<file path="src/rtl/spinner_pkg.sv">
// Shared types and constants for the multi-channel rotary-control emulator.
package spinner_pkg;

    // Rotation direction requested by the buttons on a strobe edge
    typedef enum logic [1:0] {
        DIR_IDLE = 2'd0,
        DIR_CW   = 2'd1,
        DIR_CCW  = 2'd2
    } spin_dir_t;

    // Width of one channel's signed mouse delta
    localparam int MOUSE_W = 9;

    // Exactly one button pressed selects a direction; none or both means idle
    function automatic spin_dir_t decode_dir(input logic plus, input logic minus);
        spin_dir_t dir;
        dir = DIR_IDLE;
        if (plus && !minus) begin
            dir = DIR_CW;
        end else if (minus && !plus) begin
            dir = DIR_CCW;
        end
        return dir;
    endfunction

endpackage

</file>
<file path="src/rtl/spinner_multi_if.sv">
// Input-mapping side bundle for spinner_multi: buttons, mouse deltas and angle outputs.
interface spinner_multi_if
    import spinner_pkg::*;
#(
    parameter int CHANNELS = 2,
    parameter int ANGLE_W  = 4
);
    logic                          strobe;
    logic [CHANNELS-1:0]           minus;
    logic [CHANNELS-1:0]           plus;
    logic [CHANNELS-1:0]           fast;
    logic [CHANNELS-1:0]           mouse_en;
    logic [CHANNELS-1:0]           mouse_strobe;
    logic [MOUSE_W*CHANNELS-1:0]   mouse_dx;
    logic [ANGLE_W*CHANNELS-1:0]   spin_angle;
    logic [CHANNELS-1:0]           spin_changed;

    // Input mapping drives controls and reads angles back
    modport master (
        output strobe, minus, plus, fast, mouse_en, mouse_strobe, mouse_dx,
        input  spin_angle, spin_changed
    );

    // The spinner consumes controls and produces angles
    modport slave (
        input  strobe, minus, plus, fast, mouse_en, mouse_strobe, mouse_dx,
        output spin_angle, spin_changed
    );

endinterface

</file>
<file path="src/rtl/spinner_chan.sv">
// One spinner channel: direction tracking, hold acceleration and the wrapped
// fractional angle accumulator fed by buttons and mouse deltas.
module spinner_chan
    import spinner_pkg::*;
#(
    parameter int ANGLE_W      = 4,
    parameter int FRAC_W       = 4,
    parameter int STEP_SLOW    = 4,
    parameter int STEP_FAST    = 16,
    parameter int ACCEL_FRAMES = 8,
    parameter int ACCEL_MAX    = 2
) (
    input  logic               clk,
    input  logic               reset,
    input  logic               strobe_edge,
    input  logic               plus,
    input  logic               minus,
    input  logic               fast,
    input  logic               mouse_en,
    input  logic               mouse_strobe,
    input  logic [MOUSE_W-1:0] mouse_dx,
    output logic [ANGLE_W-1:0] spin_angle,
    output logic               spin_changed
);

    localparam int ACC_W  = ANGLE_W + FRAC_W;
    localparam int HOLD_W = $clog2(ACCEL_FRAMES + 1);
    localparam int LVL_W  = (ACCEL_MAX > 0) ? $clog2(ACCEL_MAX + 1) : 1;

    localparam logic [LVL_W-1:0]  LVL_TOP    = LVL_W'(ACCEL_MAX);
    localparam logic [HOLD_W-1:0] HOLD_LAST  = HOLD_W'(ACCEL_FRAMES - 1);
    localparam logic [ACC_W-1:0]  BASE_SLOW  = ACC_W'(STEP_SLOW);
    localparam logic [ACC_W-1:0]  BASE_FAST  = ACC_W'(STEP_FAST);

    spin_dir_t          prev_dir_q, prev_dir_d;
    logic [HOLD_W-1:0]  hold_cnt_q, hold_cnt_d;
    logic [LVL_W-1:0]   lvl_q, lvl_d;
    logic [ACC_W-1:0]   acc_q, acc_d;
    logic               changed_q, changed_d;

    spin_dir_t          dir;
    logic [LVL_W-1:0]   use_lvl;
    logic [ACC_W-1:0]   step;
    logic [ACC_W-1:0]   delta_b;
    logic [ACC_W-1:0]   delta_m;
    logic [ACC_W-1:0]   delta_sum;

    // Next-state logic: acceleration bookkeeping on strobe edges, then sum both delta sources
    always_comb begin
        dir        = decode_dir(plus, minus);
        prev_dir_d = prev_dir_q;
        hold_cnt_d = hold_cnt_q;
        lvl_d      = lvl_q;
        use_lvl    = '0;

        if (strobe_edge) begin
            if (dir == DIR_IDLE) begin
                prev_dir_d = DIR_IDLE;
                hold_cnt_d = '0;
                lvl_d      = '0;
            end else if (dir != prev_dir_q) begin
                // A new or reversed direction always restarts from the base step
                prev_dir_d = dir;
                hold_cnt_d = HOLD_W'(1);
                lvl_d      = '0;
            end else begin
                use_lvl = lvl_q;
                if (hold_cnt_q == HOLD_LAST) begin
                    hold_cnt_d = '0;
                    lvl_d      = (lvl_q == LVL_TOP) ? lvl_q : lvl_q + LVL_W'(1);
                end else begin
                    hold_cnt_d = hold_cnt_q + HOLD_W'(1);
                end
            end
        end

        step = (fast ? BASE_FAST : BASE_SLOW) << use_lvl;

        delta_b = '0;
        if (strobe_edge && (dir == DIR_CW)) begin
            delta_b = step;
        end else if (strobe_edge && (dir == DIR_CCW)) begin
            delta_b = (~step) + ACC_W'(1);
        end

        delta_m = '0;
        if (mouse_strobe && mouse_en) begin
            delta_m = ACC_W'($signed(mouse_dx));
        end

        delta_sum = delta_b + delta_m;
        acc_d     = acc_q + delta_sum;
        changed_d = |delta_sum;
    end

    // State registers; reset discards anything computed in the same cycle
    always_ff @(posedge clk) begin
        if (reset) begin
            prev_dir_q <= DIR_IDLE;
            hold_cnt_q <= '0;
            lvl_q      <= '0;
            acc_q      <= '0;
            changed_q  <= 1'b0;
        end else begin
            prev_dir_q <= prev_dir_d;
            hold_cnt_q <= hold_cnt_d;
            lvl_q      <= lvl_d;
            acc_q      <= acc_d;
            changed_q  <= changed_d;
        end
    end

    assign spin_angle   = acc_q[ACC_W-1:FRAC_W];
    assign spin_changed = changed_q;

endmodule

</file>
<file path="src/rtl/spinner_multi.sv">
// Multi-channel rotary-control emulator: one shared frame-strobe edge detector
// driving an independent spinner channel per player.
module spinner_multi
    import spinner_pkg::*;
#(
    parameter int CHANNELS     = 2,
    parameter int ANGLE_W      = 4,
    parameter int FRAC_W       = 4,
    parameter int STEP_SLOW    = 4,
    parameter int STEP_FAST    = 16,
    parameter int ACCEL_FRAMES = 8,
    parameter int ACCEL_MAX    = 2
) (
    input  logic          clk,
    input  logic          reset,
    spinner_multi_if.slave bus
);

    logic strobe_prev_q, strobe_prev_d;
    logic strobe_edge;

    // Track the previous strobe level so a rising edge is seen exactly once
    always_comb begin
        strobe_prev_d = bus.strobe;
        strobe_edge   = bus.strobe & ~strobe_prev_q;
    end

    // Strobe history register
    always_ff @(posedge clk) begin
        if (reset) begin
            strobe_prev_q <= 1'b0;
        end else begin
            strobe_prev_q <= strobe_prev_d;
        end
    end

    for (genvar g = 0; g < CHANNELS; g++) begin : g_chan
        spinner_chan #(
            .ANGLE_W      (ANGLE_W),
            .FRAC_W       (FRAC_W),
            .STEP_SLOW    (STEP_SLOW),
            .STEP_FAST    (STEP_FAST),
            .ACCEL_FRAMES (ACCEL_FRAMES),
            .ACCEL_MAX    (ACCEL_MAX)
        ) u_chan (
            .clk          (clk),
            .reset        (reset),
            .strobe_edge  (strobe_edge),
            .plus         (bus.plus[g]),
            .minus        (bus.minus[g]),
            .fast         (bus.fast[g]),
            .mouse_en     (bus.mouse_en[g]),
            .mouse_strobe (bus.mouse_strobe[g]),
            .mouse_dx     (bus.mouse_dx[MOUSE_W*g +: MOUSE_W]),
            .spin_angle   (bus.spin_angle[ANGLE_W*g +: ANGLE_W]),
            .spin_changed (bus.spin_changed[g])
        );
    end

endmodule

</file>
<file path="src/flat_wrapper.sv">
// flat-port wrapper written by rule: the top's interface ports become plain ports
module spinner_multi_flat import spinner_pkg::*;
#(
    parameter int CHANNELS     = 2,
    parameter int ANGLE_W      = 4,
    parameter int FRAC_W       = 4,
    parameter int STEP_SLOW    = 4,
    parameter int STEP_FAST    = 16,
    parameter int ACCEL_FRAMES = 8,
    parameter int ACCEL_MAX    = 2
)
  (clk, reset, bus_strobe, bus_minus, bus_plus, bus_fast, bus_mouse_en, bus_mouse_strobe, bus_mouse_dx, bus_spin_angle, bus_spin_changed);
  spinner_multi_if #(.CHANNELS(CHANNELS), .ANGLE_W(ANGLE_W)) bus_i ();
  input  logic clk;
  input  logic reset;
  input wire logic [$bits(bus_i.strobe)-1:0] bus_strobe;
  input wire logic [$bits(bus_i.minus)-1:0] bus_minus;
  input wire logic [$bits(bus_i.plus)-1:0] bus_plus;
  input wire logic [$bits(bus_i.fast)-1:0] bus_fast;
  input wire logic [$bits(bus_i.mouse_en)-1:0] bus_mouse_en;
  input wire logic [$bits(bus_i.mouse_strobe)-1:0] bus_mouse_strobe;
  input wire logic [$bits(bus_i.mouse_dx)-1:0] bus_mouse_dx;
  output wire logic [$bits(bus_i.spin_angle)-1:0] bus_spin_angle;
  output wire logic [$bits(bus_i.spin_changed)-1:0] bus_spin_changed;
  assign bus_i.strobe = bus_strobe;
  assign bus_i.minus = bus_minus;
  assign bus_i.plus = bus_plus;
  assign bus_i.fast = bus_fast;
  assign bus_i.mouse_en = bus_mouse_en;
  assign bus_i.mouse_strobe = bus_mouse_strobe;
  assign bus_i.mouse_dx = bus_mouse_dx;
  assign bus_spin_angle = bus_i.spin_angle;
  assign bus_spin_changed = bus_i.spin_changed;
  spinner_multi #(.CHANNELS(CHANNELS), .ANGLE_W(ANGLE_W), .FRAC_W(FRAC_W), .STEP_SLOW(STEP_SLOW), .STEP_FAST(STEP_FAST), .ACCEL_FRAMES(ACCEL_FRAMES), .ACCEL_MAX(ACCEL_MAX)) u_core (.clk(clk), .reset(reset), .bus(bus_i));
endmodule
</file>
<file path="config.mk">
export PLATFORM = sky130hd
export DESIGN_NAME = spinner_multi_flat
export DESIGN_NICKNAME = d
export VERILOG_FILES = /design/src/rtl/spinner_pkg.sv /design/src/rtl/spinner_multi_if.sv /design/src/rtl/spinner_chan.sv /design/src/rtl/spinner_multi.sv /design/src/flat_wrapper.sv
export SDC_FILE = /design/constraint.sdc
export NUM_CORES = 1
export LEC_CHECK = 0
export BUFFER_PORTS_ARGS = -buffer_cell sky130_fd_sc_hd__buf_2
export CELL_PAD_IN_SITES_DETAIL_PLACEMENT = 1
export CELL_PAD_IN_SITES_GLOBAL_PLACEMENT = 1
export CORE_MARGIN = 3
export CORE_UTILIZATION = 43
export CTS_BUF_LIST = sky130_fd_sc_hd__clkbuf_16
export DETAILED_ROUTE_END_ITERATION = 16
export PLACE_DENSITY_LB_ADDON = 0.05
export SYNTH_ARGS = -nofsm -noshare
export SYNTH_HDL_FRONTEND = slang
export SYNTH_SLANG_ARGS = --single-unit
export TNS_END_PERCENT = 30
</file>
<file path="constraint.sdc">
create_clock -name clk -period 6.3 [get_ports clk]
set_input_delay 1.26 -clock clk [delete_from_list [all_inputs] [get_ports clk]]
set_output_delay 1.26 -clock clk [all_outputs]
set_load 0.05 [all_outputs]
</file>
==> run metrics, run 1 <==
first drt pass iteration count=4; post-synthesis sequential area ratio=a little under a quarter; f_max=about 190 MHz; largest net degree at the start of global routing=38; mapped cell area=around 0.0030 mm²; post-cts resize count=0; CP Class=in2reg; CP max FO=4; root buffer cell=clkbuf_16; register clock-pin slew on the reported worst setup and hold paths=approximately 50 ps; row cnt=29; Avg Cell Area, Syn=8.114 µm²; worst-margin pin slew=about 700 ps; hold path start=u_core.g_chan[1].u_chan.prev_dir_q[0]; ANT cells=0; initial antenna violation count=0; setup TNS=0 ps; Layout fillers=between 800 and 900; vias in the first global route=around 2,700; Hold Crit Class=reg2reg; startpoint types=input port; hold buffers post-CTS=0; Placed Area=0.003207 mm²; ranking of synthesized cells by area=dfxtp_1 23%, ha_1 16%, a21oi_1 6.0%; DP Cell Count=slightly below 500; RR Startpoint=u_core.g_chan[0].u_chan.prev_dir_q[0]; final cell count without fillers=between 400 and 500; final worst-path cycle share=just over 80%; yosys synthesis warning count=0; Crit. End Element=flop; hold_ws=between 400 and 500 ps; Avg WL per Cell=roughly 15 µm; commonest cells in the netlist=39 x ha_1, 36 x a21oi_1, 35 x dfxtp_1; flops & latches, synth=35; drt total wl=between 7000 and 8000 µm; Worst slew margin=a little over half; status=completed; port bufs=38; post-CTS setup buffer count=0; required time of the worst setup path=approximately 6400 ps; Core Region=~0.0066 mm²; routed vias=approximately 2,700; H-Tree Depth=2; clk_lat worst skew=270 ps; RSZ-0062 raised after global routing=false; WHS Endpoint=u_core.g_chan[1].u_chan.prev_dir_q[0]; Yosys cell types=50; # nets final=between 400 and 500; layout cells sized above 1=approximately 13%; Residual DRC=0; Sink Count=35; Global Route Usage Sum=a little under a fifth; max-slew violations=0; Async SR Flop Fraction=0%; Final Hold Fails=0; Initial Utilization=45.84%; post-route ant nets=0; Primary FF master, synth=dfxtp_1; Leakage=1.579 nW; I/O Pins=41; reg2reg setup slack=~2100 ps; top-area cell type share of the netlist area=23.28%; Die Y-Extent=89.67 µm; R2R Path End=u_core.g_chan[0].u_chan.acc_q[7]; design area=~0.0033 mm²; synth-to-layout area growth=11.06%; total grt overflow=0; die area=0.008041 mm²; PwrDens=206.2 mW/mm²; Critical Path AT=approximately 5300 ps; skew final=around 3.2 ps; post-synth net total=roughly 450; EDFF count, synth=0; Die X=89.67 µm; total power=slightly below 0.7 mW; CTS tree=built; initial drt markers=between 70 and 80; Final HPWL DP=~5600 µm; setup-violating endpoint count in the final report=0; leading area contributor after synthesis=dfxtp_1; routed vias/inst=5.458; Peak supply drop=roughly 0.13 mV; max cap viols=0; top-count cell post-synth=ha_1; number of CTS-inserted buffers=5; first-pass GRT wire length=around 12,000 µm; Hold Path Depth=2; Reg2Reg Depth=17; Final Critical Period=a little over 5000 ps; Final GP Congestion=roughly 0.79; CTS max path bufs=2; Post-Syn Instances=between 300 and 400
[stage by stage]
step                worst slack [ps]  util, %
floorplan                       1457        -
global placement               952.9    48.83
detailed placement             866.1    48.83
CTS                             1099    50.90
global route                   743.4    50.90
finish                          1117    50.90
[kinds of logic (layout without fill, tap and decap cells)]
| group | count (synthesis) | count (layout) | share of synthesized area, % |
|---|---|---|---|
| fa+ha+maj | 43 | 43 | 18.87 |
| buf+inv | 44 | 69 | 6.775 |
| simple gates | 134 | 134 | 23.65 |
| mux | 3 | 3 | 1.081 |
| compound gates | 87 | 87 | 18.12 |
| flops | 35 | 35 | 23.28 |
| xor+xnor | 25 | 25 | 8.230 |
[state kept, by name (all words and copies together) (netlist names)]
| signal | cells |
|---|---|
| u_core.g_chan.u_chan.prev_dir_q | 4 |
| u_core.strobe_prev_q | 1 |
| u_core.g_chan.u_chan.spin_changed | 2 |
| u_core.g_chan.u_chan.hold_cnt_q | 8 |
| u_core.g_chan.u_chan.lvl_q | 4 |
| u_core.g_chan.u_chan.acc_q | 16 |
[routing by layer]
metal  track usage [%]  wire length, µm
met1             24.58             3348
met2             33.78             3480
met3             2.190              242
met4             5.142               90
met5                 0                0
[area by class of cell]
cell class | count | area, µm² | share of cell area [%]
clock inverters | 3 | 11.26 | 0.3368
flip-flops and latches | 35 | 700.7 | 20.96
repair buffers | 40 | 205.2 | 6.138
clock buffers | 5 | 125.1 | 3.743
inverters | 21 | 78.83 | 2.358
multi-input cells | 292 | 2106 | 62.99
well taps | 93 | 116.4 | 3.481
[critical path, stage by stage]
cell and delay (ps):
buf_2 110, inv_1 60, ha_1 220, xor2_2 190, nor3_1 500, nand2_1 220, o21bai_1 250, ha_1 290
nor3_1 80, a21oi_1 120, and4b_1 200, nor4_1 300, ha_1 310, xnor2_1 160, ha_1 200, or3_1 310
o22ai_1 170, xnor2_1 170, xnor2_1 150, nor2_1 60
[cell usage in the layout (no fill, tap or decap), drive strengths merged, types with 7 or more instances in the layout]
cell / count
buf: 40
ha: 39
a21oi: 36
dfxtp: 35
nor2: 34
nand2: 26
inv: 22
xnor2: 15
nor2b: 14
o21ai: 14
and3: 13
nand3: 12
xor2: 9
nor3: 7
[where the power goes]
group          total, mW  internal, mW  switching (mW)
Sequential         0.250         0.240         0.00983
Clock              0.232         0.142          0.0896
Combinational      0.208        0.0766           0.131
[worst max path at each step]
stage,endpoint,from,depth (start not counted)
2_1_floorplan,u_core.g_chan[0].u_chan.acc_q[7],bus_minus[0],20
3_3_place_gp,u_core.g_chan[0].u_chan.acc_q[7],bus_minus[0],20
3_5_place_dp,u_core.g_chan[0].u_chan.acc_q[7],bus_minus[0],21
4_1_cts,u_core.g_chan[0].u_chan.acc_q[7],bus_minus[0],20
5_1_grt,u_core.g_chan[0].u_chan.acc_q[7],bus_minus[0],20
6_report,u_core.g_chan[0].u_chan.acc_q[7],bus_minus[0],20
(Power assumes the default switching activity.)
==> run 2: changes to the inputs <==
==> constraint.sdc (replaced) <==
create_clock -name clk -period 5.4 [get_ports clk]
set_input_delay 1.08 -clock clk [delete_from_list [all_inputs] [get_ports clk]]
set_output_delay 1.08 -clock clk [all_outputs]
set_load 0.05 [all_outputs]
==> run 2 against run 1 <==
  * Worst hold slack lost 4.7 ps
  * Clock-buffer cell count unchanged
  * Register-to-register slack got worse by 790 ps
  * Design area rose by 0.60%
  * Cell count grew 0.41%
  * Combinational power increased by 17%
  * First-iteration DRC count down 15%
  * Sequential cell count is the same
  * Die area did not move
  * Highest routed layer unchanged
==> run metrics, run 2 (synthesized netlist as in run 1, its figures left out) <==
Setup WS post-layout=495.4 ps (-621.8 ps); Final Hold Fails=0 (unchanged); register clock-pin slew on the reported worst setup and hold paths=50 ps (about the same); most frequent cells in the layout=39 x ha_1, 38 x buf_2, 36 x a21oi_1; Comb pwr share=30.3% (about the same); CP max FO=4 (unchanged); first-pass GRT wire length=12,000 µm (-2.2%); # nets final=472 (+0.64%); Biggest register=u_core.g_chan.u_chan.acc_q; post-cts resize count=0 (unchanged); port bufs=38 (unchanged); Core Region=0.006568 mm² (unchanged); die area=0.008041 mm² (unchanged); final worst-path cycle share=roughly nine tenths; sw frac=33.12% (-0.34 points); max FFs per register=16 (unchanged); root buffer cell=clkbuf_16; Regs by FF count=u_core.g_chan.u_chan.acc_q (16), u_core.g_chan.u_chan.hold_cnt_q (8); CTS max path bufs=2 (unchanged); setup-violating endpoint count in the final report=0 (unchanged); total grt overflow=0 (unchanged); post-CTS setup buffer count=0 (unchanged); I/O Pins=41 (unchanged); number of CTS-inserted buffers=5 (unchanged); RSZ-0062 raised after global routing=false; PwrDens=238.7 mW/mm² (+16%); Leakage=1.591 nW (+0.79%); Critical Path AT=5030 ps (-280 ps); Sink Count=35 (unchanged); commonest non-fill, non-tap cell in the layout=ha_1; initial drt markers=64 (-15%); status=completed; setup TNS=0 ps (unchanged); CP Class=in2reg; Die X=89.67 µm (unchanged); hold_ws=468.6 ps (-4.651 ps); clk_lat worst skew=270 ps (about the same); Internal=0.5368 mW (+17%); worst-margin pin slew=732.4 ps (+28.10 ps); sequential share of power=36.3% (about the same); setup slack at placement=190.3 ps (-675.8 ps); Residual DRC=0 (unchanged); total power=0.8027 mW (+16%); required time of the worst setup path=5530 ps (-900 ps); post-route ant nets=0 (unchanged); startpoint types=input port; max-slew violations=0 (unchanged); Peak supply drop=0.1039 mV (-17%); hold buffers post-CTS=0 (unchanged); Global Route Usage Sum=18.82% (-0.31 points); H-Tree Depth=2 (unchanged); routed vias/inst=5.450 (-0.15%); vias in the first global route=2,735 (+0.81%); max cap viols=0 (unchanged); CTS tree=built; Avg WL per Cell=14.39 µm (-1.7%); synth-to-layout area growth=11.72%; f_max=just over 200 MHz; Die Y-Extent=89.67 µm (unchanged); ANT cells=0 (unchanged); switching power total=0.2659 mW (+15%); first drt pass iteration count=4 (unchanged); drt total wl=7066 µm (-1.3%); Clk pwr share=33.4% (-0.2 points); layout cells sized above 1=14.32% (+0.94 points); Worst slew margin=51.17% (-1.9 points); largest net degree at the start of global routing=38 (unchanged); Final HPWL DP=5569 µm (+0.35%); Final GP Congestion=0.7572 (-3.8%); row cnt=29 (unchanged); initial antenna violation count=0 (unchanged); Initial Utilization=45.84% (unchanged); Crit. End Element=flop; skew final=3.151 ps (-0.05282 ps); routed vias=2,676 (+0.26%); Final Critical Period=~4900 ps; Hold Crit Class=reg2reg
## run 2: cell count changes in the layout (fill, tap and decap cells not counted), sizes merged
cell,change
buf,+3
inv,-1
## run 2: worst paths after layout
path                                         start                                     to  slack (ps)  cells past startpoint
max                                   bus_minus[0]       u_core.g_chan[0].u_chan.acc_q[7]         500                     21
min          u_core.g_chan[1].u_chan.prev_dir_q[1]  u_core.g_chan[1].u_chan.prev_dir_q[1]         470                      2
max reg2reg  u_core.g_chan[0].u_chan.prev_dir_q[0]       u_core.g_chan[0].u_chan.acc_q[7]        1350                     18
min reg2reg  u_core.g_chan[1].u_chan.prev_dir_q[1]  u_core.g_chan[1].u_chan.prev_dir_q[1]         470                      2
## run 2: worst max-delay path, cell delays in order
cell and delay (ps):
buf_2 110, inv_1 60, ha_1 220, xor2_2 190
or3_1 430, nor2_1 230, nand3_1 110, ha_1 290
nand3b_1 70, a21oi_1 260, ha_1 300, a21o_1 190
a21oi_1 180, xnor2_1 180, ha_1 310, o21a_1 120
o21a_1 160, o22ai_1 170, xnor2_1 160, xnor2_1 140
nor2_1 60
## run 2: power by group through the flow
| stage | sequential, mW | combinational (mW) | clock (mW) |
|---|---|---|---|
| floorplan | 0.294 | 0.202 | 0 |
| global placement | 0.297 | 0.238 | 0 |
| detailed placement | 0.297 | 0.245 | 0 |
| CTS | 0.292 | 0.247 | 0.280 |
| global route | 0.294 | 0.273 | 0.293 |
| finish | 0.291 | 0.244 | 0.268 |
## run 2: routing by layer
layer | part of all wire (%) | global-route usage (%) | up-vias | routed length (µm)
met3 | 3.0 | 2.464 | 2 | 211
li1 | - | - | 1355 | -
met1 | 47 | 23.56 | 1287 | 3346
met2 | 49 | 33.71 | 32 | 3468
met5 | 0 | 0 | - | 0
met4 | 0.57 | 5.142 | 0 | 40
## run 2: per-stage QoR
step                      instance area, µm²  cells  utilization, %
after global routing                    3363    491           51.21
after CTS                               3363    491           51.21
after floorplan                         3010    371               -
after detailed placement                3229    484           49.17
final                                   3363    491           51.21
after global placement                  3229    484           49.17
## run 2: final cells by class
class                   count  area [µm²]
clock buffers               5       125.1
clock inverters             2       8.758
fillers                   826        3204
inverters                  21       78.83
multi-input cells         292        2106
flip-flops and latches     35       700.7
well taps                  93       116.4
repair buffers             43       227.7
==> run 3: changes to the inputs <==
--- a/config.mk
+++ b/config.mk
@@ -5,13 +5,14 @@
 export SDC_FILE = /design/constraint.sdc
 export NUM_CORES = 1
 export LEC_CHECK = 0
-export BUFFER_PORTS_ARGS = -buffer_cell sky130_fd_sc_hd__buf_2
 export CELL_PAD_IN_SITES_DETAIL_PLACEMENT = 1
 export CELL_PAD_IN_SITES_GLOBAL_PLACEMENT = 1
 export CORE_MARGIN = 3
-export CORE_UTILIZATION = 43
+export CORE_UTILIZATION = 45
 export CTS_BUF_LIST = sky130_fd_sc_hd__clkbuf_16
 export DETAILED_ROUTE_END_ITERATION = 16
+export DONT_BUFFER_PORTS = 1
+export HOLD_SLACK_MARGIN = 0.15
 export PLACE_DENSITY_LB_ADDON = 0.05
 export SYNTH_ARGS = -nofsm -noshare
 export SYNTH_HDL_FRONTEND = slang
==> run 3 against run 2 <==
  * Critical path depth unchanged
  * Register-to-register slack about the same
  * Utilization shrank 2.2 points
  * Clock power up 3%
  * Sequential share of layout area up 1.4 points
  * Global-route usage shrank 0.61 points
  * Largest power group unchanged
==> run metrics, run 3 (synthesized netlist as in run 1, its figures left out) <==
Critical Path AT=4970 ps (-60 ps); initial drt markers=66 (+3.1%); die area=0.007707 mm² (-4.1%); Hold Crit Class=reg2reg; skew final=5.423 ps (+2.272 ps); family with the most delay on the worst path=adder cells; post-CTS setup buffer count=0 (unchanged); worst-margin pin slew=557.9 ps (-174.5 ps); sw frac=33.08% (-0.040 points); Regs by FF count=u_core.g_chan.u_chan.acc_q (16), u_core.g_chan.u_chan.hold_cnt_q (8); Initial Utilization=46.87% (+1.0 points); Crit. End Element=flop; sequential share of power=43.2% (+6.9 points); first-pass GRT wire length=11,270 µm (-6.1%); Final GP Congestion=0.7753 (+2.4%); final worst-path cycle share=88.23% (-2.6 points); hold buffers post-CTS=0 (unchanged); max FFs per register=16 (unchanged); Buf+Inv Stages, Crit Path=2 (unchanged); synth-to-layout area growth=4.613%; setup TNS=0 ps (unchanged); I/O Pins=41 (unchanged); area of the multi-input gates=0.002106 mm² (unchanged); PwrDens=247.9 mW/mm² (+3.8%); CP peak stage delay=440 ps (about the same); routed vias/inst=5.696 (+4.5%); post-cts resize count=0 (unchanged); Sink Count=35 (unchanged); clk_lat worst skew=280 ps (about the same); vias in the first global route=2,485 (-9.1%); Final Hold Fails=0 (unchanged); layout cells sized above 1=5.000% (-9.3 points); required time of the worst setup path=5610 ps (+80 ps); Final HPWL DP=5102 µm (-8.4%); H-Tree Depth=2 (unchanged); Core Region=0.006422 mm² (-2.2%); RR Startpoint=u_core.g_chan[0].u_chan.prev_dir_q[0]; hold path start=u_core.g_chan[1].u_chan.prev_dir_q[0]; routed vias=2,489 (-7.0%); Residual DRC=0 (unchanged); largest net degree at the start of global routing=38 (unchanged); Global Route Usage Sum=18.21% (-0.61 points); root buffer cell=clkbuf_16; Peak supply drop=0.1464 mV (+41%); # nets final=433 (-8.3%); switching power total=0.2582 mW (-2.9%); Comb pwr share=21.5% (-8.8 points); CP Class=in2reg; startpoint types=input port; max cap viols=0 (unchanged); port bufs=0 (-100%); f_max=209.9 MHz (+2.9%); most frequent cells in the layout=39 x ha_1, 36 x a21oi_1, 35 x dfxtp_1; Layout fillers=785 (-5.0%); Die Y-Extent=87.79 µm (-2.1%); number of CTS-inserted buffers=5 (unchanged); ANT cells=0 (unchanged); CP max FO=5 (+1); setup slack at placement=373.5 ps (+183.2 ps); RSZ-0062 raised after global routing=false; register clock-pin slew on the reported worst setup and hold paths=60 ps (about the same); Avg WL per Cell=15.19 µm (+5.6%); CTS tree=built; setup-violating endpoint count in the final report=0 (unchanged); commonest non-fill, non-tap cell in the layout=ha_1; Leakage=1.436 nW (-9.8%); Die X=87.79 µm (-2.1%); Worst slew margin=62.75% (+12 points); status=completed; Biggest register=u_core.g_chan.u_chan.acc_q; post-route ant nets=0 (unchanged); Setup WS post-layout=635.8 ps (+140.4 ps); drt total wl=6638 µm (-6.1%); worst path cell trace=inv_1 > ha_1 > nor4_4 > o21ai_0 > nand2_1 > ha_1 > nand2_1 > nand2_1 > nand2_1 > inv_1 > ha_1 > a21o_1 > a21oi_1 > xnor2_1 > ha_1 > o21a_1 > o21a_1 > o22ai_1 > xor2_1 > or2_2 > mux2i_1; Clk pwr share=35.3% (+1.9 points); Internal=0.5223 mW (-2.7%); max-slew violations=0 (unchanged); crit path from=bus_plus[1]; CTS max path bufs=2 (unchanged); row cnt=29 (unchanged); first drt pass iteration count=4 (unchanged); Reg area=700.7 µm² (unchanged); initial antenna violation count=0 (unchanged); total grt overflow=0 (unchanged); Final Critical Period=4764 ps (-140.4 ps); CP max-delay cell=nor4_4
## run 3: cell count changes in the layout (fill, tap and decap cells not counted)
cell,before,now
clkinv_1,1,0
inv_1,21,23
buf_2,38,0
buf_4,5,4
## run 3: cell type report
cell class / instances / share of cell area (%)
multi-input combinational: 292 / 66.87
sequential: 35 / 22.25
clock buffer: 5 / 3.973
tap: 77 / 3.059
inverter: 21 / 2.503
timing repair buffer: 4 / 0.9535
clock inverter: 3 / 0.3973
## run 3: worst reg2reg max path, cell delays in order (launching register included)
cell,delay (ps)
dfxtp_1,330
xor2_2,210
or3_1,440
nor2_1,230
nand3_1,110
ha_1,290
nand3b_1,70
a21oi_1,270
ha_1,300
a21o_1,190
a21oi_1,200
xnor2_1,180
ha_1,300
o21a_1,120
o21a_1,160
o22ai_1,170
xnor2_1,160
xnor2_1,130
nor2_1,50
## run 3: worst paths after layout
path         cells past startpoint  slack [ps]                                    end
max                             21         640       u_core.g_chan[1].u_chan.acc_q[7]
min                              2         460  u_core.g_chan[1].u_chan.prev_dir_q[0]
max reg2reg                     18        1360       u_core.g_chan[0].u_chan.acc_q[7]
min reg2reg                      2         460  u_core.g_chan[1].u_chan.prev_dir_q[0]
## run 3: through the flow
| step | hold WS, ps | instances | power [mW] | cell area [µm²] | util, % |
|---|---|---|---|---|---|
| 3_3_place_gp | 449.9 | 429 | 0.5053 | 3012 | 46.89 |
| 2_1_floorplan | 448.1 | 371 | 0.4961 | 3010 | - |
| 6_report | 460.8 | 437 | 0.7806 | 3149 | 49.04 |
| 3_5_place_dp | 460.4 | 429 | 0.5120 | 3012 | 46.89 |
| 4_1_cts | 468.3 | 437 | 0.7927 | 3149 | 49.04 |
| 5_1_grt | 484.6 | 437 | 0.8303 | 3149 | 49.04 |
## run 3: power groups by stage
stage               sequential [mW]  clock (mW)  combinational (mW)
floorplan                     0.294           0               0.202
global placement              0.343           0               0.163
detailed placement            0.343           0               0.169
CTS                           0.338       0.285               0.170
global route                  0.339       0.299               0.192
finish                        0.337       0.276               0.168
## run 3: routing by layer
metal  track usage (%)  up-vias  part of all wire [%]
met4             3.766        0                  0.92
met1             23.86     1174                    49
li1                  -     1274                     -
met3             3.387        7                   2.8
met5                 0        -                     0
met2             31.23       34                    47
